## src/rtl/imem_boot_loader_pkg.sv

```systemverilog
// Shared definitions for the instruction-memory boot loader:
// FSM state encoding, stream framing constants and a header check helper.
package imem_loader_pkg;

  // Stream framing: a 16-bit word count followed by little-endian 32-bit words.
  localparam int HDR_BYTES  = 2;
  localparam int WORD_BYTES = 4;
  localparam int WORD_CNT_W = $clog2(WORD_BYTES);

  // FSM state encoding (3-bit, kept as plain constants for legacy tools).
  typedef logic [2:0] state_t;

  localparam state_t ST_IDLE  = 3'd0;
  localparam state_t ST_HDR0  = 3'd1;
  localparam state_t ST_HDR1  = 3'd2;
  localparam state_t ST_DATA  = 3'd3;
  localparam state_t ST_FLUSH = 3'd4;
  localparam state_t ST_CSUM  = 3'd5;
  localparam state_t ST_RUN   = 3'd6;
  localparam state_t ST_ERROR = 3'd7;

  // A word count is usable when it is non-zero and fits in the memory.
  function automatic logic header_ok(input logic [8*HDR_BYTES-1:0] n,
                                     input int unsigned depth);
    return (n != '0) && ({{(32-8*HDR_BYTES){1'b0}}, n} <= depth);
  endfunction

endpackage

```

## src/rtl/imem_boot_loader_if.sv

```systemverilog
// Byte-stream valid/ready port feeding the boot loader.
interface imem_boot_loader_if;
  logic [7:0] rx_data;
  logic       rx_valid;
  logic       rx_ready;

  modport master (output rx_data, output rx_valid, input rx_ready);
  modport slave  (input rx_data, input rx_valid, output rx_ready);
endinterface

```

## src/rtl/imem_boot_loader_word_assembler.sv

```systemverilog
// Packs accepted stream bytes (LSB first) into 32-bit words. The completed
// word is registered and flagged with a one-cycle word_valid pulse in the
// cycle after its last byte is accepted.
module word_assembler
  import imem_loader_pkg::*;
(
  input  logic                  clk,
  input  logic                  rst_n,
  input  logic                  clr,
  input  logic                  byte_en,
  input  logic [7:0]            byte_in,
  output logic [WORD_CNT_W-1:0] byte_cnt,
  output logic [31:0]           word,
  output logic                  word_valid
);

  localparam int PACK_W = 8 * (WORD_BYTES - 1);

  logic [WORD_CNT_W-1:0] cnt_q, cnt_d;
  logic [PACK_W-1:0]     pack_q, pack_d;
  logic [31:0]           word_q, word_d;
  logic                  valid_q, valid_d;

  // Shift new bytes in from the top so the first byte ends up in bits [7:0].
  always_comb begin
    cnt_d   = cnt_q;
    pack_d  = pack_q;
    word_d  = word_q;
    valid_d = 1'b0;
    if (clr) begin
      cnt_d  = '0;
      pack_d = '0;
    end else if (byte_en) begin
      cnt_d  = cnt_q + 1'b1;
      pack_d = {byte_in, pack_q[PACK_W-1:8]};
      if (cnt_q == WORD_CNT_W'(WORD_BYTES - 1)) begin
        word_d  = {byte_in, pack_q};
        valid_d = 1'b1;
      end
    end
  end

  // Assembler registers.
  always_ff @(posedge clk or negedge rst_n) begin
    if (!rst_n) begin
      cnt_q   <= '0;
      pack_q  <= '0;
      word_q  <= '0;
      valid_q <= 1'b0;
    end else begin
      cnt_q   <= cnt_d;
      pack_q  <= pack_d;
      word_q  <= word_d;
      valid_q <= valid_d;
    end
  end

  assign byte_cnt   = cnt_q;
  assign word       = word_q;
  assign word_valid = valid_q;

endmodule

```

## src/rtl/imem_boot_loader.sv

```systemverilog
// Boot loader / access controller for the instruction memory.
// Receives a count-prefixed byte stream, writes the words to consecutive
// addresses, then hands the memory address port to the CPU fetch path and
// releases the CPU from reset.
// Optional feature: define IMEM_LOADER_CHECKSUM_EN to require a trailing
// XOR checksum byte over all data bytes before the CPU is released.
//
// state    | meaning
// ---------+------------------------------------------------------------
// IDLE     | after reset, nothing loaded, CPU held
// HDR0     | waiting for count byte 0 (N[7:0])
// HDR1     | waiting for count byte 1 (N[15:8]), then validate N
// DATA     | receiving 4N data bytes, writing each completed word
// FLUSH    | one cycle carrying the final memory write
// CSUM     | waiting for the checksum byte (checksum build only)
// RUN      | CPU released, memory address follows pc
// ERROR    | load aborted, CPU held until the next start
module imem_boot_loader
  import imem_loader_pkg::*;
#(
  parameter int MEM_DEPTH = 100,
  parameter int ADDR_W    = 7
) (
  input  logic                CLK,
  input  logic                RST_N,
  input  logic                start,
  imem_boot_loader_if.slave   rx,
  input  logic [31:0]         pc,
  output logic [ADDR_W-1:0]   mem_addr,
  output logic                mem_we,
  output logic [31:0]         mem_wdata,
  output logic                cpu_run,
  output logic                busy,
  output logic                done,
  output logic                error,
  output logic                fetch_fault,
  output logic [15:0]         words_loaded
);

  localparam int HDR_BITS = 8 * HDR_BYTES;

  state_t                state_q, state_d;
  logic [7:0]            n_lo_q, n_lo_d;
  logic [HDR_BITS-1:0]   n_q, n_d;
  logic [15:0]           words_q, words_d;
  logic [ADDR_W-1:0]     wr_addr_q, wr_addr_d;
  logic                  done_q, done_d;
`ifdef IMEM_LOADER_CHECKSUM_EN
  logic [7:0]            csum_q, csum_d;
`endif

  logic                  start_ok;
  logic                  hs;
  logic                  data_hs;
  logic                  word_done;
  logic                  last_word;
  logic [HDR_BITS-1:0]   n_hdr;
  logic [WORD_CNT_W-1:0] byte_cnt;
  logic [31:0]           word;
  logic                  word_valid;
  logic                  in_run;
  logic                  pc_unused;

  // start is honoured only when no load is in flight.
  assign start_ok = start && ((state_q == ST_IDLE) || (state_q == ST_RUN) ||
                              (state_q == ST_ERROR));

  assign rx.rx_ready = (state_q == ST_HDR0) || (state_q == ST_HDR1) ||
                       (state_q == ST_DATA) || (state_q == ST_CSUM);

  assign hs        = rx.rx_valid && rx.rx_ready;
  assign data_hs   = hs && (state_q == ST_DATA);
  assign word_done = data_hs && (byte_cnt == WORD_CNT_W'(WORD_BYTES - 1));
  assign last_word = word_done && (words_q == (n_q - 16'd1));
  assign n_hdr     = {rx.rx_data, n_lo_q};

  word_assembler u_word_assembler (
    .clk        (CLK),
    .rst_n      (RST_N),
    .clr        (start_ok),
    .byte_en    (data_hs),
    .byte_in    (rx.rx_data),
    .byte_cnt   (byte_cnt),
    .word       (word),
    .word_valid (word_valid)
  );

  // Next-state, header capture, word counting and completion flag.
  always_comb begin
    state_d   = state_q;
    n_lo_d    = n_lo_q;
    n_d       = n_q;
    words_d   = words_q;
    wr_addr_d = wr_addr_q;
    done_d    = done_q;
`ifdef IMEM_LOADER_CHECKSUM_EN
    csum_d    = csum_q;
`endif
    if (start_ok) begin
      state_d = ST_HDR0;
      words_d = '0;
      done_d  = 1'b0;
`ifdef IMEM_LOADER_CHECKSUM_EN
      csum_d  = '0;
`endif
    end else begin
      case (state_q)
        ST_HDR0: begin
          if (hs) begin
            n_lo_d  = rx.rx_data;
            state_d = ST_HDR1;
          end
        end
        ST_HDR1: begin
          if (hs) begin
            n_d     = n_hdr;
            state_d = header_ok(n_hdr, MEM_DEPTH) ? ST_DATA : ST_ERROR;
          end
        end
        ST_DATA: begin
          if (data_hs) begin
`ifdef IMEM_LOADER_CHECKSUM_EN
            csum_d = csum_q ^ rx.rx_data;
`endif
            if (word_done) begin
              wr_addr_d = words_q[ADDR_W-1:0];
              words_d   = words_q + 16'd1;
            end
            if (last_word) begin
              state_d = ST_FLUSH;
            end
          end
        end
        ST_FLUSH: begin
`ifdef IMEM_LOADER_CHECKSUM_EN
          state_d = ST_CSUM;
`else
          state_d = ST_RUN;
          done_d  = 1'b1;
`endif
        end
`ifdef IMEM_LOADER_CHECKSUM_EN
        ST_CSUM: begin
          if (hs) begin
            if (rx.rx_data == csum_q) begin
              state_d = ST_RUN;
              done_d  = 1'b1;
            end else begin
              state_d = ST_ERROR;
            end
          end
        end
`endif
        default: ;
      endcase
    end
  end

  // Controller registers.
  always_ff @(posedge CLK or negedge RST_N) begin
    if (!RST_N) begin
      state_q   <= ST_IDLE;
      n_lo_q    <= '0;
      n_q       <= '0;
      words_q   <= '0;
      wr_addr_q <= '0;
      done_q    <= 1'b0;
`ifdef IMEM_LOADER_CHECKSUM_EN
      csum_q    <= '0;
`endif
    end else begin
      state_q   <= state_d;
      n_lo_q    <= n_lo_d;
      n_q       <= n_d;
      words_q   <= words_d;
      wr_addr_q <= wr_addr_d;
      done_q    <= done_d;
`ifdef IMEM_LOADER_CHECKSUM_EN
      csum_q    <= csum_d;
`endif
    end
  end

  // Single owner of the address port: loader write, else CPU fetch, else 0.
  always_comb begin
    if (word_valid) begin
      mem_addr = wr_addr_q;
    end else if (in_run) begin
      mem_addr = pc[ADDR_W+1:2];
    end else begin
      mem_addr = '0;
    end
  end

  assign in_run       = (state_q == ST_RUN);
  assign mem_we       = word_valid;
  assign mem_wdata    = word;
  assign cpu_run      = in_run;
  assign busy         = (state_q == ST_HDR0) || (state_q == ST_HDR1) ||
                        (state_q == ST_DATA) || (state_q == ST_FLUSH) ||
                        (state_q == ST_CSUM);
  assign done         = done_q;
  assign error        = (state_q == ST_ERROR);
  assign fetch_fault  = in_run && (pc[31:2] >= 30'(MEM_DEPTH));
  assign words_loaded = words_q;

  // Byte-offset bits of pc never select a word.
  assign pc_unused = ^pc[1:0];

endmodule

```

## src/flat_wrapper.sv

```systemverilog
// flat-port wrapper written by rule: the top's interface ports become plain ports
module imem_boot_loader_flat import imem_loader_pkg::*;
#(
  parameter int MEM_DEPTH = 100,
  parameter int ADDR_W    = 7
)
  (CLK, RST_N, start, pc, mem_addr, mem_we, mem_wdata, cpu_run, busy, done, error, fetch_fault, words_loaded, rx_rx_data, rx_rx_valid, rx_rx_ready);
  imem_boot_loader_if rx_i ();
  input  logic CLK;
  input  logic RST_N;
  input  logic start;
  input  logic [31:0] pc;
  output logic [ADDR_W-1:0] mem_addr;
  output logic mem_we;
  output logic [31:0] mem_wdata;
  output logic cpu_run;
  output logic busy;
  output logic done;
  output logic error;
  output logic fetch_fault;
  output logic [15:0] words_loaded;
  input wire logic [$bits(rx_i.rx_data)-1:0] rx_rx_data;
  input wire logic [$bits(rx_i.rx_valid)-1:0] rx_rx_valid;
  output wire logic [$bits(rx_i.rx_ready)-1:0] rx_rx_ready;
  assign rx_i.rx_data = rx_rx_data;
  assign rx_i.rx_valid = rx_rx_valid;
  assign rx_rx_ready = rx_i.rx_ready;
  imem_boot_loader #(.MEM_DEPTH(MEM_DEPTH), .ADDR_W(ADDR_W)) u_core (.CLK(CLK), .RST_N(RST_N), .start(start), .rx(rx_i), .pc(pc), .mem_addr(mem_addr), .mem_we(mem_we), .mem_wdata(mem_wdata), .cpu_run(cpu_run), .busy(busy), .done(done), .error(error), .fetch_fault(fetch_fault), .words_loaded(words_loaded));
endmodule
```

## config.mk

```make
export PLATFORM = sky130hd
export DESIGN_NAME = imem_boot_loader_flat
export DESIGN_NICKNAME = d
export VERILOG_FILES = /design/src/rtl/imem_boot_loader_pkg.sv /design/src/rtl/imem_boot_loader_if.sv /design/src/rtl/imem_boot_loader_word_assembler.sv /design/src/rtl/imem_boot_loader.sv /design/src/flat_wrapper.sv
export SDC_FILE = /design/constraint.sdc
export NUM_CORES = 1
export LEC_CHECK = 0
export BUFFER_PORTS_ARGS = -buffer_cell sky130_fd_sc_hd__buf_2
export CORE_UTILIZATION = 55
export DETAILED_ROUTE_END_ITERATION = 6
export MAX_ROUTING_LAYER = met4
export PLACE_DENSITY_LB_ADDON = 0.1
export SLEW_MARGIN = 20
export SYNTH_ARGS = -nofsm -noshare
export SYNTH_HDL_FRONTEND = slang
export SYNTH_HIERARCHICAL = 1
export SYNTH_SLANG_ARGS = --single-unit
```

## constraint.sdc

```tcl
create_clock -name CLK -period 7.1 [get_ports CLK]
set_input_delay 0.355 -clock CLK [delete_from_list [all_inputs] [get_ports CLK]]
set_output_delay 0.355 -clock CLK [all_outputs]
set_load 0.005 [all_outputs]
```

==> key figures <==
Timing
  – Pin slew with the least headroom to its limit: 0.938 ns
  – Peak Freq: 292 MHz
  – Post-layout min period: 3.43 ns
  – Hold slack: -0.0120 ns
  – Final Hold Fails: 22
  – Final setup viols: 0
  – Slew Limit Headroom: 36.9%
  – Period utilization: 48.2%
  – Slew Limit Fails: 0
  – Setup TNS: 0 ns
  – RSZ-0062 raised after global routing: no
  – Clock skew: 0.0114 ns

Die
  – Die width: 101 um
  – Die Ht: 101 um
  – Core Area: 0.00942 mm2
  – Starting Density: 57.6%
  – # rows: 35
  – Top Ports: 106
  – Die ar.: 0.0103 mm2

Yosys
  – Count of unique library cells instantiated by Yosys: 51
  – Compound-Gate Fraction of Synth Area: 4.54%
  – Leading area contributor after synthesis: dfrtp_1
  – Post-synth EDFFs: 0
  – Top_reg_cell synth: dfrtp_1
  – Synth async-reset ratio: 100%
  – Syn Inst Count: 481
  – Flops & latches, synth: 110
  – Synth Area in XOR/XNOR: 5.81%
  – Post-Syn Area: 0.00543 mm2
  – Synth Area per Inst: 11.3 um2
  – Main combinational cell family by area after synthesis: multiplexers
  – Synth cell count leaders: dfrtp_1 (110), nor2_1 (57), nand2_1 (56)
  – Seq/Total Area, Yosys: 50.7%
  – Adder-cell share of the synthesized area: 0.692%
  – Syn. warnings: 6
  – Synth top area share: 50.7%
  – Synth area leaders: dfrtp_1 (51%), mux2_4 (8.3%), mux2i_1 (5.4%), mux2_2 (5.2%), nor2_1 (3.9%)
  – Count leader, synth: dfrtp_1
  – Simple-gate portion of the synthesized area: 16.1%
  – Mux cell area share after synthesis: 18.8%
  – Syn_nets: 528

Finish
  – Number of diodes: 0
  – Proportion of layout cells with a drive suffix above 1: 32.5%
  – Area Growth Syn to Fin: 13.8%
  – NumNets Final: 621

Clocking
  – Post-CTS setup buffers: 0
  – CTS hold repair buffers: 0
  – Bufs on Longest Clock Path: 2
  – CTS Buf Count: 9
  – Num Clock Sinks: 110
  – Clock Tree Root: clkbuf_8
  – Worst-path clk slew: 0.11 ns
  – # H-tree levels: 3
  – CTS tree: done
  – Clock Latency Late Sink: 0.37 ns
  – CTS resizes: 0

Critical path
  – Worst path required time: 7.41 ns
  – WP buf/inv: 0
  – CP Class: reg -> reg
  – Max Fanout on Critical Path: 29
  – Crit-path cells: and4b_2 -> and3_1 -> nand3_1 -> nor3_1 -> nand4_2 -> nor4_2 -> a221o_1
  – Crit start category: register
  – Delay of the slowest critical-path stage: 0.98 ns
  – Crit. End Element: register
  – Largest delay contributor family on the critical path: simple AND/OR/NAND/NOR gates
  – Worst EP arrival: 3.73 ns
  – Slowest cell on the critical path: and4b_2

Global routing
  – Global Route Usage Sum: 23.3%
  – Pin count of the biggest net entering global routing: 62
  – Antenna violations before repair: 0
  – First-pass GRT wire length: 17900 um
  – Grt ovf: 0
  – Vias in the first global route: 3708

Place
  – Port Buffers: 103
  – Placer Congestion: 0.814
  – Final HPWL DP: 7500 um

Drt
  – Routed length per instance: 15.3 um
  – Drt via density: 5.49
  – Routed Antenna Nets: 0
  – Drt first pass iters: 4
  – Total Routed Length: 10800 um
  – Initial drt markers: 182
  – Via count: 3879
  – DRC: 0

Run status
  – Violated checks: hold timing
  – Status: finished with violations

Power
  – Pwr per Cell Area: 367 mW/mm2
  – Maximum VDD drop: 0.195 mV
  – P_leak: 3.12 nW

Worst hold path
  – Hold Crit Class: in -> async

Flow run
  – Max Cap Viol: 0
final cells by class:
class | instances | area, um2
Fill cell | 786 | 3240
Sequential cell | 110 | 2750
Clock buffer | 9 | 124
Multi-Input combinational cell | 337 | 2500
Clock inverter | 6 | 56.3
Inverter | 10 | 37.5
Timing Repair Buffer | 106 | 541
Tap cell | 129 | 161
power breakdown:
part,internal [mW],switching [mW],total (mW)
combinational,0.457,0.379,0.836
sequential,0.850,0.228,1.08
clock,0.133,0.218,0.350
final timing paths:
kind	slack, ns	cells after the start	startpoint	to
max in group asynchronous	5.93	2	RST_N	u_core/n_q[4]
max	3.67	7	u_core/state_q[2]	u_core/state_q[2]
min	-0.01	1	RST_N	u_core/u_word_assembler/word[3]
max reg2reg	3.67	7	u_core/state_q[2]	u_core/state_q[2]
min in group CLK	0.30	2	rx_rx_data[5]	u_core/u_word_assembler/word[29]
min reg2reg	0.48	2	u_core/wr_addr_q[1]	u_core/wr_addr_q[1]
state kept, by name, indices dropped and copies added, names as in the netlist:
signal,cells
u_core/wr_addr_q,7
u_core/u_word_assembler/pack_q,24
u_core/u_word_assembler/byte_cnt,2
u_core/n_lo_q,8
u_core/u_word_assembler/word,32
u_core/n_q,16
u_core/words_loaded,16
u_core/done,1
u_core/state_q,3
u_core/u_word_assembler/word_valid,1
per-stage QoR:
step	area (um2)	util (%)	total power [mW]	instances	setup WS, ns
finish	6180	65.6	2.26	707	3.67
global route	6180	65.6	2.42	707	3.35
CTS	6180	65.6	2.28	707	3.66
detailed placement	6000	63.7	1.93	692	3.67
global placement	6000	63.7	1.89	692	3.72
floorplan	5430	-	1.68	481	4.71
cell families (layout without fill, tap and decap cells):
kind of cell | count (synthesis) | in the layout
adders and majority gates | 3 | 3
DFF | 110 | 110
and+or+nand+nor | 175 | 175
buffers and inverters | 34 | 131
AOI/OAI and AO/OA | 39 | 39
muxes | 84 | 84
xor gates and xnor gates | 36 | 36
layer usage:
| metal | routed length (um) | global-route usage, % | up-vias |
|---|---|---|---|
| met5 | 0 | - | - |
| met4 | 114 | 7.69 | 0 |
| met3 | 390 | 2.55 | 9 |
| met2 | 5200 | 37.7 | 99 |
| met1 | 5120 | 31.0 | 1905 |
| li1 | - | - | 1866 |
placed cells by master (no fill, tap or decap), drive strengths merged, types with 5 or more instances in the layout:
cell type / count
inv: 12
nand4: 6
nand2: 56
mux2i: 29
and3: 5
o21ai: 14
a21oi: 8
buf: 106
nor2: 57
clkbuf: 9
xor2: 15
nand3: 12
mux2: 55
nor3: 6
nor4: 16
xnor2: 21
dfrtp: 110
worst reg2reg max path, stage by stage (launching register included):
cell,delay [ns]
dfrtp_1,0.55
and4b_2,0.98
and3_1,0.50
nand3_1,0.12
nor3_1,0.39
nand4_2,0.15
nor4_2,0.49
a221o_1,0.18
(Power assumes the default switching activity.)
